--- config.mk ---
export PLATFORM = sky130hd
export DESIGN_NAME = mmio_bus_ctrl
export DESIGN_NICKNAME = d
export VERILOG_FILES = /design/src/rtl/mmio_bus_ctrl.sv
export SDC_FILE = /design/constraint.sdc
export NUM_CORES = 1
export LEC_CHECK = 0
export CORE_MARGIN = 5
export CORE_UTILIZATION = 42
export DETAILED_ROUTE_END_ITERATION = 6
export HOLD_SLACK_MARGIN = 0.02
export PLACE_DENSITY = 0.91
export SLEW_MARGIN = 0
export SYNTH_ARGS = -nofsm -noshare
export SYNTH_HDL_FRONTEND = slang
export SYNTH_SLANG_ARGS = --single-unit
--- constraint.sdc ---
create_clock -name clk -period 5.3 [get_ports clk]
set_clock_uncertainty 0.05 [all_clocks]
set_input_delay 0.53 -clock clk [delete_from_list [all_inputs] [get_ports clk]]
set_output_delay 0.53 -clock clk [all_outputs]
set_load 0.03 [all_outputs]
--- src/rtl/mmio_bus_ctrl.sv ---
// Registered MMIO interconnect: decodes one CPU request onto one of NUM_SLAVES regions.
// Latency: zero-wait slave acks two cycles after req; unmapped address acks one cycle after req.
// Backpressure: per-slave s_rdy stretches ACCESS, bounded by TIMEOUT_CYCLES (0 disables the bound).
module mmio_bus_ctrl #(
    parameter int NUM_SLAVES     = 4,
    parameter int ADDR_WIDTH     = 32,
    parameter int DATA_WIDTH     = 32,
    parameter logic [NUM_SLAVES*ADDR_WIDTH-1:0] SLAVE_BASE =
        {32'h3000_0000, 32'h2000_0000, 32'h1000_0000, 32'h0000_0000},
    parameter logic [NUM_SLAVES*ADDR_WIDTH-1:0] SLAVE_MASK = {4{32'hF000_0000}},
    parameter int TIMEOUT_CYCLES = 16,
    localparam int BE_W          = DATA_WIDTH / 8
) (
    input  logic                             clk,
    input  logic                             rst,
    input  logic                             m_req,
    input  logic                             m_we,
    input  logic [ADDR_WIDTH-1:0]            m_addr,
    input  logic [DATA_WIDTH-1:0]            m_wdata,
    input  logic [BE_W-1:0]                  m_be,
    output logic                             m_ack,
    output logic [DATA_WIDTH-1:0]            m_rdata,
    output logic                             m_err,
    output logic [NUM_SLAVES-1:0]            s_sel,
    output logic                             s_we,
    output logic [ADDR_WIDTH-1:0]            s_addr,
    output logic [DATA_WIDTH-1:0]            s_wdata,
    output logic [BE_W-1:0]                  s_be,
    input  logic [NUM_SLAVES-1:0]            s_rdy,
    input  logic [NUM_SLAVES*DATA_WIDTH-1:0] s_rdata,
    output logic                             busy,
    output logic [7:0]                       err_count
);

    typedef enum logic [1:0] {IDLE, ACCESS, RESP} state_t;

    state_t                  state, state_nxt;
    logic [NUM_SLAVES-1:0]   dec_hit;
    logic [DATA_WIDTH-1:0]   sel_rdata;
    logic                    rdy_hit;
    logic                    timeout_hit;
    logic [31:0]             cnt;
    logic [DATA_WIDTH-1:0]   resp_rdata;
    logic                    resp_err;

    // Address decode; iterating downward leaves the lowest matching index as the winner.
    always_comb begin
        dec_hit = '0;
        for (int i = NUM_SLAVES - 1; i >= 0; i--) begin
            if ((m_addr & SLAVE_MASK[i*ADDR_WIDTH +: ADDR_WIDTH]) == SLAVE_BASE[i*ADDR_WIDTH +: ADDR_WIDTH]) begin
                dec_hit    = '0;
                dec_hit[i] = 1'b1;
            end
        end
    end

    // Read-data mux and ready qualified by the current one-hot select.
    always_comb begin
        sel_rdata = '0;
        for (int i = 0; i < NUM_SLAVES; i++) begin
            if (s_sel[i]) sel_rdata = sel_rdata | s_rdata[i*DATA_WIDTH +: DATA_WIDTH];
        end
        rdy_hit     = |(s_rdy & s_sel);
        timeout_hit = (TIMEOUT_CYCLES != 0) && (cnt == 32'(TIMEOUT_CYCLES - 1));
    end

    // State register.
    always_ff @(posedge clk or posedge rst) begin
        if (rst) state <= IDLE;
        else     state <= state_nxt;
    end

    // Next-state logic.
    always_comb begin
        state_nxt = state;
        case (state)
            IDLE:    if (m_req) state_nxt = (|dec_hit) ? ACCESS : RESP;
            ACCESS:  if (rdy_hit || timeout_hit) state_nxt = RESP;
            RESP:    state_nxt = IDLE;
            default: state_nxt = IDLE;
        endcase
    end

    // Request latching, wait-state counting, response capture and error accounting.
    always_ff @(posedge clk or posedge rst) begin
        if (rst) begin
            s_sel      <= '0;
            s_we       <= 1'b0;
            s_addr     <= '0;
            s_wdata    <= '0;
            s_be       <= '0;
            cnt        <= '0;
            resp_rdata <= '0;
            resp_err   <= 1'b0;
            err_count  <= '0;
        end else begin
            case (state)
                IDLE: begin
                    if (m_req) begin
                        s_we       <= m_we;
                        s_addr     <= m_addr;
                        s_wdata    <= m_wdata;
                        s_be       <= m_be;
                        s_sel      <= dec_hit;
                        resp_rdata <= '0;
                        resp_err   <= ~(|dec_hit);
                        cnt        <= '0;
                    end
                end
                ACCESS: begin
                    cnt <= cnt + 32'd1;
                    if (rdy_hit) begin
                        // A ready arriving on the timeout cycle still completes cleanly.
                        s_sel      <= '0;
                        resp_rdata <= s_we ? '0 : sel_rdata;
                        resp_err   <= 1'b0;
                    end else if (timeout_hit) begin
                        s_sel      <= '0;
                        resp_rdata <= '0;
                        resp_err   <= 1'b1;
                    end
                end
                RESP: begin
                    cnt <= '0;
                    if (resp_err && (err_count != 8'hFF)) err_count <= err_count + 8'd1;
                end
                default: ;
            endcase
        end
    end

    // Response outputs are gated so they read as zero outside the ack cycle.
    always_comb begin
        m_ack   = (state == RESP);
        m_rdata = m_ack ? resp_rdata : '0;
        m_err   = m_ack & resp_err;
        busy    = (state != IDLE);
    end

endmodule

* After elaboration in Yosys (flattened, before gate mapping)
Cells that the tools add are included.
** Storage, ports and cells
- Input bits :: 204
- Flip-flop bits (word level) :: 148
** Operators by class
- Bitwise operators :: 6
- Mux-type cells :: 27
- Equal/unequal tests :: 10
- Add/sub/neg operators :: 2
- Reductions and logical operators :: 14
** Operators with widths (count)
- two-way mux 32 bit :: 9
- bitwise OR 32 bit :: 3
- one-hot mux 32 bit (3 select lines) :: 1
- one-hot mux 32 bit (2 select lines) :: 1
- adder 32 x 1 -> 32 bit, second input constant :: 1
- equality test 32 x 4 -> 1 bit, second input constant :: 1
- zero test 32 bit :: 1
- two-way mux 4 bit :: 7
- adder 8 x 1 -> 8 bit, second input constant :: 1
- equality test 4 x 2 -> 1 bit, second input constant :: 2
- inequality test 8 bit, second input constant :: 1
- one-hot mux 4 bit (2 select lines) :: 1
- AND reduction 2 bit :: 4
- OR reduction 4 bit :: 2
- two-way mux 2 bit :: 3
- AND 4 bit :: 1
- equality test 4 x 1 -> 1 bit, second input constant :: 1
- inequality test 2 bit, second input constant :: 2
- one-hot mux 2 bit (2 select lines) :: 1
- nonzero test 2 bit :: 2
- two-way mux 1 bit :: 3
- inequality test 3 bit, second input constant :: 1
- AND reduction 3 bit :: 1
- nonzero test 3 bit :: 1
- other kinds (8) :: 8

* Depth between registers and ports, before layout
Gate-level depths: netlist of the first run.
- Depth after elaboration :: 10
- Mapped depth :: 8
- Mapped depth without buffers :: 6

* Least setup slack after synthesis of the first run
OpenSTA, ideal clock, no wires.
- Kind :: register to output
- From :: register state[1]
- To :: output port m_rdata[22]
- Slack :: 3.117 ns
- Arrival :: 1.603 ns
- Path buffers :: 2
- Cell stages (with the launch flop) :: 5
- Data required time :: 4.720 ns
- Cell sequence :: dfrtp_1 -> clkbuf_1 -> nor2b_1 -> clkbuf_1 -> and2_1
** On the way
- Longest elaborated chain between the ends :: 2
** RTL lines
- from (decl) :: line 37 : state_t state, state_nxt;
- from (signal assigned) :: line 70 : else state <= state_nxt;
- equality test 2 bit :: line 134 : m_ack = (state == RESP);
- named net m_ack :: line 21 : output logic m_ack,
- two-way mux 32 bit :: line 135 : m_rdata = m_ack ? resp_rdata : '0;
- to (decl) :: line 22 : output logic [DATA_WIDTH-1:0] m_rdata,
The timed path passes the listed nets, and every way through them passes these cells.

* Final worst setup path of the first run
- From :: register state[1]
- To :: output port m_err
** On the way
- Longest elaborated chain between the ends :: 2
** RTL lines
- equality test 2 bit :: line 134
- AND 1 bit :: line 136 : m_err = m_ack & resp_err;
- to (decl) :: line 23 : output logic m_err,
Every way passes these cells.

==> tab_implementation.tex, run 1 <==
\begin{tabular}{lr}
\hline
Metric & Value \\
\hline
\multicolumn{2}{l}{\textbf{Finish}} \\
Design Area, Final & $\sim$11000 um\^{}2 \\
Number of fill cells in the layout & between 1k and 1.5k \\
Antenna Cells & 0 \\
Area taken by multi-input logic gates & 3110 um\^{}2 \\
Area of all sequential standard cells & 3700 um\^{}2 \\
Area Growth Syn to Fin & 56.3\% \\
Final-stage net count & $\sim$1.1k \\
Proportion of layout cells with a drive suffix above 1 & between 10\% and 20\% \\
\multicolumn{2}{l}{\textbf{STA}} \\
Part of the cycle the worst path needs & between 60\% and 70\% \\
Final worst path period need & 3340 ps \\
Final setup slack of the worst path & between 1500 and 2000 ps \\
Actual slew at the worst max-slew pin & 1000 ps \\
Max-slew violation count & 0 \\
Setup repair after global routing missed its margin & no \\
Number of hold-slack violations in the final timing report & 0 \\
Summed negative setup slack over all endpoints & 0 ps \\
Final count of negative-setup-slack endpoints & 0 \\
Tightest slew margin relative to the limit & $\sim$33\% \\
Highest clock frequency the design can meet & 300 MHz \\
\multicolumn{2}{l}{\textbf{Yosys}} \\
Register bit total from synthesis & approximately 150 \\
Most numerous cell types in the synthesized netlist & dfrtp\_1 (148), mux2\_2 (70), nand2\_1 (41), a22o\_1 (37) \\
Number of enable-type register cells in the synthesized netlist & 0 \\
Leading area contributor after synthesis & dfrtp\_1 \\
Dominant cell by count in the synthesized netlist & dfrtp\_1 \\
Cells taking the most area after synthesis & dfrtp\_1 (53\%), mux2\_2 (11\%), a22o\_1 (4.6\%) \\
Asr flop ratio synth & 100\% \\
Total nets after synthesis & between 800 and 900 \\
Most used DFF post-synth & dfrtp\_1 \\
Count of unique library cells instantiated by Yosys & 46 \\
Cell count after synthesis & 608 \\
Sequential-to-total area share from yosys stat & between 50\% and 60\% \\
Syn Std Cell Area & 7030 um\^{}2 \\
Synth warnings & 0 \\
Top-area cell type share of the netlist area & between 50\% and 60\% \\
Average instance area after synthesis & 11.6 um\^{}2 \\
\multicolumn{2}{l}{\textbf{Clock network}} \\
Setup fix buffers added after clock tree synthesis & 0 \\
Cell chosen for the clock root & clkbuf\_16 \\
Clock buffer depth & 2 \\
Deepest level of the CTS H-tree & 4 \\
Clock Latency Late Sink & 420 ps \\
TritonCTS clock tree & yes \\
\# hold bufs at CTS & 0 \\
Sinks on Clock Net & roughly 150 \\
Clock buffers created by TritonCTS & 17 \\
Clock input transition at the sequential cells of the worst setup and hold paths & roughly 60 ps \\
Number of cells upsized or downsized after cts & 0 \\
\multicolumn{2}{l}{\textbf{Setup path}} \\
Top fanout value on the critical path & 34 \\
Kind of start point of the critical path & flip-flop \\
Nature of the critical path endpoint & primary output \\
Startpoint of the worst-slack reg-to-reg timing path & state[1] \\
Required time of the critical path & around 4700 ps \\
Worst Reg2Reg Path Length in Cells & 7 \\
R2R Path End & resp\_rdata[0] \\
Critical path start-end classification & reg -> out \\
CP Data Arrival Time & between 2000 and 3000 ps \\
Setup slack, reg-to-reg & 2650 ps \\
\multicolumn{2}{l}{\textbf{Floorplanning}} \\
Overall die height & between 100 and 150 um \\
Core area & 16500 um\^{}2 \\
Die Area & a little under 20000 um\^{}2 \\
FP Rows & 47 \\
I/O pin cnt & 320 \\
DIE WIDTH & between 100 and 150 um \\
Initial Util & 42.5\% \\
\multicolumn{2}{l}{\textbf{Job}} \\
Max\_cap viols & 0 \\
\multicolumn{2}{l}{\textbf{Min path}} \\
Hold depth & 1 \\
Worst Hold Endpoint & resp\_rdata[23] \\
Startpoint of the tightest hold check path & resp\_rdata[23] \\
Path type of the worst min-delay path & reg -> reg \\
\multicolumn{2}{l}{\textbf{Route}} \\
Count of unresolved DRC violations after routing & 0 \\
Number of optimization iterations in the first detailed-route pass & 5 \\
WL per Instance & 20.4 um \\
Count of vias placed by the detailed router & around 6.4k \\
Drt initial violations & approximately 380 \\
Total routed wirelength & 23300 um \\
Post-route ant nets & 0 \\
Ratio of routed vias to standard cells & 5.58 \\
\multicolumn{2}{l}{\textbf{GRT}} \\
Overflow left after global routing & 0 \\
Global-route wire length before repair & between 30000 and 40000 um \\
Via count of the first global-routing pass & roughly 6.7k \\
Overall track demand over capacity in global routing & approximately a quarter \\
Initial antenna violation count & 0 \\
Maximum number of pins on one net before global-route repair & 109 \\
\multicolumn{2}{l}{\textbf{Placement}} \\
Last weighted congestion value of the routability-driven placer & $\sim$0.86 \\
Detailed placer's ending HPWL & $\sim$17000 um \\
Post-Place Setup Slack & roughly 2200 ps \\
Placed standard-cell area & 10400 um\^{}2 \\
Count of input and output buffers & 319 \\
\multicolumn{2}{l}{\textbf{Pwr}} \\
Leakage power & 4.41 nW \\
Peak ir drop on the vdd network & slightly above 0.4 mV \\
Total Power & 5.28 mW \\
PD cells & 481 nW/um\^{}2 \\
\multicolumn{2}{l}{\textbf{Outcome}} \\
Outcome & finished, final reports clean \\
\hline
\end{tabular}
==> area by class of cell <==
type / instances / area share [%]
clock buffer: 21 / 4.19
timing repair buffer: 329 / 29.7
sequential: 148 / 33.7
multi-input combinational: 407 / 28.3
inverter: 9 / 0.353
tap: 220 / 2.51
clock inverter: 11 / 1.16
==> worst max-delay path, cell delays in order, from the launching register on <==
cell and delay, ps:
dfrtp_1 460, nor2b_2 850, and2_1 300, clkdlybuf4s50_1 710
==> worst max path at each step <==
stage	startpoint	to	slack (ps)	depth (start not counted)
detailed placement	s_rdy[0]	resp_rdata[24]	2240	7
finish	state[1]	m_err	1960	3
floorplan	rst	cnt[0]	740	1
global route	state[1]	m_err	1760	3
CTS	state[1]	m_err	1950	3
global placement	s_rdy[0]	resp_rdata[0]	2320	7
==> cell usage in the layout, fill, tap and decap left out, types with 9 or more instances in the layout <==
cell type	netlist	final
clkdlybuf4s50_1	0	319
dfrtp_1	148	148
mux2_2	70	70
nand2_1	41	41
a22o_1	37	37
o2bb2ai_1	34	34
and2_1	34	34
a221oi_1	32	32
o21ai_0	25	25
nand3_1	21	21
clkbuf_16	0	17
nor2_1	11	10
buf_4	3	10
nand4_1	9	9
o31ai_1	9	9
==> report_power, final <==
group / switching (mW) / internal, mW / total [mW] / leakage (nW)
logic: 1.35 / 1.07 / 2.42 / 2.23
clock network: 0.474 / 0.719 / 1.19 / 0.280
registers: 0.221 / 1.45 / 1.67 / 1.89
total: 2.04 / 3.24 / 5.28 / 4.41
==> metal layers <==
layer / GRT usage, % / wire [um]
met1: 27.5 / 8740
met2: 39.2 / 11400
met3: 9.37 / 2600
met4: 7.05 / 560
met5: 0 / 0
==> per-stage QoR <==
step	hold slack [ps]	utilization, %	instances
6_report	428	66.5	1145
5_1_grt	444	66.5	1145
4_1_cts	434	66.5	1145
3_5_place_dp	416	62.9	1113
3_3_place_gp	413	62.9	1113
2_1_floorplan	398	-	608
==> flip-flops by register name, summed over array words and instances, names as in the netlist <==
| name | cells |
|---|---|
| s_be | 4 |
| s_sel | 4 |
| state | 2 |
| s_we | 1 |
| s_wdata | 32 |
| resp_rdata | 32 |
| s_addr | 32 |
| resp_err | 1 |
| cnt | 32 |
| err_count | 8 |
==> cells by family (layout without fill, tap and decap cells) <==
| family | Yosys count | after routing | share of synthesized area [%] |
|---|---|---|---|
| compound gates | 170 | 170 | 18.9 |
| simple gates | 156 | 156 | 12.6 |
| flops | 148 | 148 | 52.7 |
| mux | 70 | 70 | 11.2 |
| buf+inv | 53 | 370 | 3.17 |
| xor+xnor | 9 | 9 | 1.12 |
| fa+ha+maj | 2 | 2 | 0.356 |
(Power assumes the default switching activity.)
==> inputs of run 2 (changes only) <==
- clock period: 5.3 -> 3.5 ns (I/O delays scaled with it)
==> run 2 against run 1 <==
Via count rose by 1.9%. Global-route usage grew 0.36 points. Die area unchanged. Critical path depth up 1. Register-to-register slack worse by 1400 ps. Count of clock-buffer cells in the layout fell by 2. Sequential share of layout area about the same. Largest cell class unchanged.
==> tab_implementation.tex, run 2 (synthesis results as in run 1) <==
\begin{tabular}{lr}
\hline
Metric & Value \\
\hline
\multicolumn{2}{l}{\textbf{Route}} \\
Number of optimization iterations in the first detailed-route pass & 5 (unchanged) \\
Count of vias placed by the detailed router & 6509 (+1.9\%) \\
Post-route ant nets & 0 (unchanged) \\
Drt initial violations & 233 (-39\%) \\
Count of unresolved DRC violations after routing & 0 (unchanged) \\
WL per Instance & 20.3 um (-0.25\%) \\
Ratio of routed vias to standard cells & 5.67 (+1.7\%) \\
Total routed wirelength & 23300 um (about the same) \\
\multicolumn{2}{l}{\textbf{Setup path}} \\
Chain of cells forming the critical path & nor2b\_2, buf\_4, and2\_1, clkdlybuf4s50\_1 \\
Cell at the slowest stage of the critical path & clkdlybuf4s50\_1 \\
Required time of the critical path & 3100 ps (-1620 ps) \\
Kind of start point of the critical path & flip-flop \\
Critical path start-end classification & reg -> out \\
Delay of the slowest cell on the worst path & 710 ps (-140 ps) \\
CP delay by family, top & buffers and inverters \\
Nature of the critical path endpoint & primary output \\
Sum of buffers and inverters on the critical path & 2 (+1) \\
CP Data Arrival Time & 2280 ps (-480 ps) \\
Top fanout value on the critical path & 34 (unchanged) \\
\multicolumn{2}{l}{\textbf{STA}} \\
Highest clock frequency the design can meet & 373 MHz \\
Max-slew violation count & 0 (unchanged) \\
Part of the cycle the worst path needs & 76.5\% \\
Actual slew at the worst max-slew pin & 817 ps (-186 ps) \\
Number of hold-slack violations in the final timing report & 0 (unchanged) \\
Final count of negative-setup-slack endpoints & 0 (unchanged) \\
Summed negative setup slack over all endpoints & 0 ps (unchanged) \\
Final worst path period need & 2680 ps \\
Setup repair after global routing missed its margin & no \\
Tightest slew margin relative to the limit & 45.5\% (+13 points) \\
\multicolumn{2}{l}{\textbf{Finish}} \\
Area of all sequential standard cells & 3700 um\^{}2 (unchanged) \\
Final core utilization & 66.6\% (+0.068 points) \\
Commonest cells after routing, fill and taps aside & clkdlybuf4s50\_1 (319), dfrtp\_1 (148), mux2\_2 (70) \\
Area Growth Syn to Fin & 56.5\% \\
Most frequent standard cell in the layout excluding fill and tap cells & clkdlybuf4s50\_1 \\
Antenna Cells & 0 (unchanged) \\
Area taken by multi-input logic gates & 3110 um\^{}2 (about the same) \\
Proportion of layout cells with a drive suffix above 1 & 13.4\% (+0.19 points) \\
Final-stage net count & 1120 (+0.18\%) \\
Number of fill cells in the layout & 1204 (+2.3\%) \\
\multicolumn{2}{l}{\textbf{Clock network}} \\
Clock input transition at the sequential cells of the worst setup and hold paths & 60 ps (about the same) \\
Clock Latency Late Sink & 420 ps (about the same) \\
Clock buffer depth & 2 (unchanged) \\
\# hold bufs at CTS & 0 (unchanged) \\
Number of cells upsized or downsized after cts & 0 (unchanged) \\
Clock buffers created by TritonCTS & 17 (unchanged) \\
TritonCTS clock tree & yes \\
Deepest level of the CTS H-tree & 4 (unchanged) \\
Cell chosen for the clock root & clkbuf\_16 \\
Setup fix buffers added after clock tree synthesis & 0 (unchanged) \\
Sinks on Clock Net & 148 (unchanged) \\
\multicolumn{2}{l}{\textbf{Outcome}} \\
Outcome & finished, final reports clean \\
\multicolumn{2}{l}{\textbf{Pwr}} \\
Switching part of the total & 39.3\% (+0.62 points) \\
PD cells & 726 nW/um\^{}2 (+51\%) \\
Sequential group share of total power & 31.6\% (about the same) \\
Share of total power in the clock network & 21.9\% (-0.7 points) \\
Internal power component & 4.85 mW (+50\%) \\
Peak ir drop on the vdd network & 0.654 mV (+58\%) \\
Switching power & 3.14 mW (+54\%) \\
Part of the power in combinational logic & 46.4\% (+0.6 points) \\
Leakage power & 4.41 nW (+0.13\%) \\
Total Power & 7.99 mW (+51\%) \\
\multicolumn{2}{l}{\textbf{GRT}} \\
Overflow left after global routing & 0 (unchanged) \\
Overall track demand over capacity in global routing & 23.7\% (+0.36 points) \\
Maximum number of pins on one net before global-route repair & 149 (+37\%) \\
Global-route wire length before repair & 36900 um (+0.85\%) \\
Via count of the first global-routing pass & 6736 (+1.1\%) \\
Initial antenna violation count & 0 (unchanged) \\
\multicolumn{2}{l}{\textbf{Floorplanning}} \\
Die Area & 19400 um\^{}2 (unchanged) \\
Overall die height & 139 um (unchanged) \\
Initial Util & 42.5\% (unchanged) \\
DIE WIDTH & 139 um (unchanged) \\
Core area & 16500 um\^{}2 (unchanged) \\
FP Rows & 47 (unchanged) \\
I/O pin cnt & 320 (unchanged) \\
\multicolumn{2}{l}{\textbf{Placement}} \\
Last weighted congestion value of the routability-driven placer & 0.842 (-2.2\%) \\
Detailed placer's ending HPWL & 17200 um (-0.35\%) \\
Count of input and output buffers & 319 (unchanged) \\
\multicolumn{2}{l}{\textbf{Job}} \\
Max\_cap viols & 0 (unchanged) \\
\multicolumn{2}{l}{\textbf{Min path}} \\
Path type of the worst min-delay path & reg -> reg \\
\hline
\end{tabular}
==> run 2: final cells by class <==
class / instances / area share [%]
clock inverter: 13 / 1.09
timing repair buffer: 331 / 30.1
clock buffer: 19 / 4.03
tap: 220 / 2.50
inverter: 9 / 0.341
multi-input combinational: 407 / 28.3
sequential: 148 / 33.7
==> run 2: metrics by stage <==
step	std cells	cell area (um^2)	setup slack, ps	hold WS, ps
2_1_floorplan	608	7030	1240	382
3_3_place_gp	1115	10400	1120	412
3_5_place_dp	1115	10400	1080	416
4_1_cts	1147	11000	812	435
5_1_grt	1147	11000	686	443
6_report	1147	11000	821	434
==> run 2: power by group through the flow <==
stage          sequential, mW  combinational, mW  clock, mW
3_3_place_gp             2.51               3.66          0
2_1_floorplan            3.38               1.25          0
3_5_place_dp             2.55               3.72          0
6_report                 2.53               3.71       1.75
4_1_cts                  2.53               3.74       1.78
5_1_grt                  2.60               3.91       1.86
==> run 2: worst paths after layout <==
path | start | to | slack, ps | cells after the start
worst min-delay path | resp_rdata[30] | resp_rdata[30] | 430 | 1
max in group asynchronous | rst | err_count[3] | 2300 | 3
worst max register to register | cnt[0] | cnt[30] | 1230 | 6
min in group asynchronous | rst | s_addr[17] | 450 | 3
worst min register to register | resp_rdata[30] | resp_rdata[30] | 430 | 1
worst max-delay path | state[1] | m_err | 820 | 4
==> run 2: per-layer routing <==
metal	GRT usage, %	wire length, um
met1	27.3	8710
met2	40.5	11600
met3	9.57	2460
met4	7.05	493
met5	0	0
==> inputs of run 3 (changes only) <==
- clock period: 3.5 -> 2.48 ns (I/O delays scaled with it)
==> run 3 against run 2 <==
Register-to-register slack got worse by 940 ps. Sequential cell count unchanged. Critical path depth decreased by 1. Hold slack got worse by 360 ps. Critical endpoint is now m_ack.
==> tab_implementation.tex, run 3 (synthesis results as in run 1) <==
\begin{tabular}{lr}
\hline
Metric & Value \\
\hline
\multicolumn{2}{l}{\textbf{Outcome}} \\
Outcome & finished, final reports clean \\
\multicolumn{2}{l}{\textbf{Job}} \\
Max\_cap viols & 0 (unchanged) \\
\multicolumn{2}{l}{\textbf{Pwr}} \\
Leakage power & 4.96 nW (+12\%) \\
Total Power & 11.6 mW (+45\%) \\
Peak ir drop on the vdd network & 0.888 mV (+36\%) \\
PD cells & 1040 nW/um\^{}2 (+43\%) \\
\multicolumn{2}{l}{\textbf{Setup path}} \\
Top fanout value on the critical path & 34 (unchanged) \\
Setup slack, reg-to-reg & 290 ps (-940 ps) \\
Kind of start point of the critical path & flip-flop \\
Startpoint of the worst-slack reg-to-reg timing path & cnt[0] \\
Critical path start-end classification & reg -> out \\
Worst Reg2Reg Path Length in Cells & 6 (unchanged) \\
CP Data Arrival Time & 2000 ps (-280 ps) \\
Nature of the critical path endpoint & primary output \\
Required time of the critical path & 2180 ps (-920 ps) \\
R2R Path End & cnt[30] \\
\multicolumn{2}{l}{\textbf{Clock network}} \\
Clock buffer depth & 2 (unchanged) \\
Clock input transition at the sequential cells of the worst setup and hold paths & 60 ps (about the same) \\
Setup fix buffers added after clock tree synthesis & 0 (unchanged) \\
\# hold bufs at CTS & 0 (unchanged) \\
TritonCTS clock tree & yes \\
Deepest level of the CTS H-tree & 4 (unchanged) \\
Clock Latency Late Sink & 420 ps (about the same) \\
Cell chosen for the clock root & clkbuf\_16 \\
Sinks on Clock Net & 148 (unchanged) \\
Clock buffers created by TritonCTS & 17 (unchanged) \\
\multicolumn{2}{l}{\textbf{Finish}} \\
Area Growth Syn to Fin & 59.1\% \\
Proportion of layout cells with a drive suffix above 1 & 14.6\% (+1.2 points) \\
Commonest cells after routing, fill and taps aside & clkdlybuf4s50\_1 (286), dfrtp\_1 (148), mux2\_2 (70) \\
Most frequent standard cell in the layout excluding fill and tap cells & clkdlybuf4s50\_1 \\
Final-stage net count & 1124 (+0.36\%) \\
Antenna Cells & 0 (unchanged) \\
Final core utilization & 67.7\% (+1.1 points) \\
Finished Layout Cells & 1151 (+0.35\%) \\
\multicolumn{2}{l}{\textbf{Min path}} \\
Path type of the worst min-delay path & in -> async \\
\multicolumn{2}{l}{\textbf{Route}} \\
Count of unresolved DRC violations after routing & 0 (unchanged) \\
Drt initial violations & 318 (+36\%) \\
Count of vias placed by the detailed router & 6515 (+0.092\%) \\
Number of optimization iterations in the first detailed-route pass & 5 (unchanged) \\
Ratio of routed vias to standard cells & 5.66 (-0.26\%) \\
Total routed wirelength & 23600 um (+1.4\%) \\
Post-route ant nets & 0 (unchanged) \\
WL per Instance & 20.5 um (+1.1\%) \\
\multicolumn{2}{l}{\textbf{GRT}} \\
Maximum number of pins on one net before global-route repair & 80 (-46\%) \\
Initial antenna violation count & 0 (unchanged) \\
Via count of the first global-routing pass & 6765 (+0.43\%) \\
Overflow left after global routing & 0 (unchanged) \\
Overall track demand over capacity in global routing & 23.9\% (+0.22 points) \\
Global-route wire length before repair & 37300 um (+1.1\%) \\
\multicolumn{2}{l}{\textbf{STA}} \\
Final count of negative-setup-slack endpoints & 0 (unchanged) \\
Tightest slew margin relative to the limit & 49.7\% (+4.2 points) \\
Part of the cycle the worst path needs & 92.8\% \\
Final worst path period need & $\sim$2300 ps \\
Highest clock frequency the design can meet & about 430 MHz \\
Actual slew at the worst max-slew pin & 754 ps (-63.6 ps) \\
Setup repair after global routing missed its margin & no \\
Max-slew violation count & 0 (unchanged) \\
Summed negative setup slack over all endpoints & 0 ps (unchanged) \\
Number of hold-slack violations in the final timing report & 0 (unchanged) \\
\multicolumn{2}{l}{\textbf{Floorplanning}} \\
DIE WIDTH & 139 um (unchanged) \\
Core area & 16500 um\^{}2 (unchanged) \\
FP Rows & 47 (unchanged) \\
Overall die height & 139 um (unchanged) \\
Die Area & 19400 um\^{}2 (unchanged) \\
I/O pin cnt & 320 (unchanged) \\
Initial Util & 42.5\% (unchanged) \\
\multicolumn{2}{l}{\textbf{Placement}} \\
Post-Place Cells & 1119 (+0.36\%) \\
Detailed placer's ending HPWL & 17600 um (+2.2\%) \\
Count of input and output buffers & 319 (unchanged) \\
Last weighted congestion value of the routability-driven placer & 0.849 (+0.77\%) \\
\hline
\end{tabular}
[run 3: cell count changes in the layout (fill, tap and decap cells not counted), sizes merged, moves of 2 or more]
cell | before | now
clkdlybuf4s50 | 319 | 286
dlymetal6s2s | 0 | 25
buf | 12 | 23
clkbuf | 19 | 17
bufinv | 1 | 3
[run 3: repair_timing]
item / in CTS / in global routing
setup endpoints to repair: 1 / 25
gates resized for setup: 1 / 25
pin swaps: 0 / 0
[run 3: worst max-delay path, cell delays in order, from the launching register on]
cell             delay (ps)
dfrtp_1                 460
nor2b_2                 230
buf_12                  190
clkdlybuf4s50_1         690
[run 3: area by class of cell]
class                   count  area (um^2)
clock buffers              17          425
fillers                  1150         5340
inverters                   9         37.5
repair buffers            335         3430
multi-input cells         407         3110
clock inverters            15          196
well taps                 220          275
flip-flops and latches    148         3700
[run 3: worst max path at each step]
stage | start | end | slack, ps
floorplan | rst | cnt[0] | 320
global placement | s_rdy[0] | resp_err | 330
detailed placement | s_rdy[0] | resp_err | 300
CTS | state[1] | m_rdata[12] | 3
global route | state[1] | m_ack | 90
finish | state[1] | m_ack | 180
[run 3: layer usage]
| metal | vias to the layer above | global-route usage, % | wire, um |
|---|---|---|---|
| met1 | 3178 | 29.1 | 8980 |
| met4 | 0 | 7.98 | 596 |
| met2 | 341 | 39.3 | 11600 |
| met5 | - | 0 | 0 |
| li1 | 2949 | - | - |
| met3 | 47 | 8.92 | 2440 |
[run 3: metrics by stage]
stage,cell area [um^2],hold WS (ps),worst slack (ps)
3_3_place_gp,10500,412,329
4_1_cts,11100,61.2,2.73
6_report,11200,72.3,179
2_1_floorplan,7030,280,321
3_5_place_dp,10500,416,298
5_1_grt,11200,85.5,85.0
[run 3: power by group]
group	internal [mW]	switching [mW]	leakage (nW)
combinational	2.37	2.94	2.77
sequential	3.10	0.470	1.89
clock	1.61	1.10	0.293
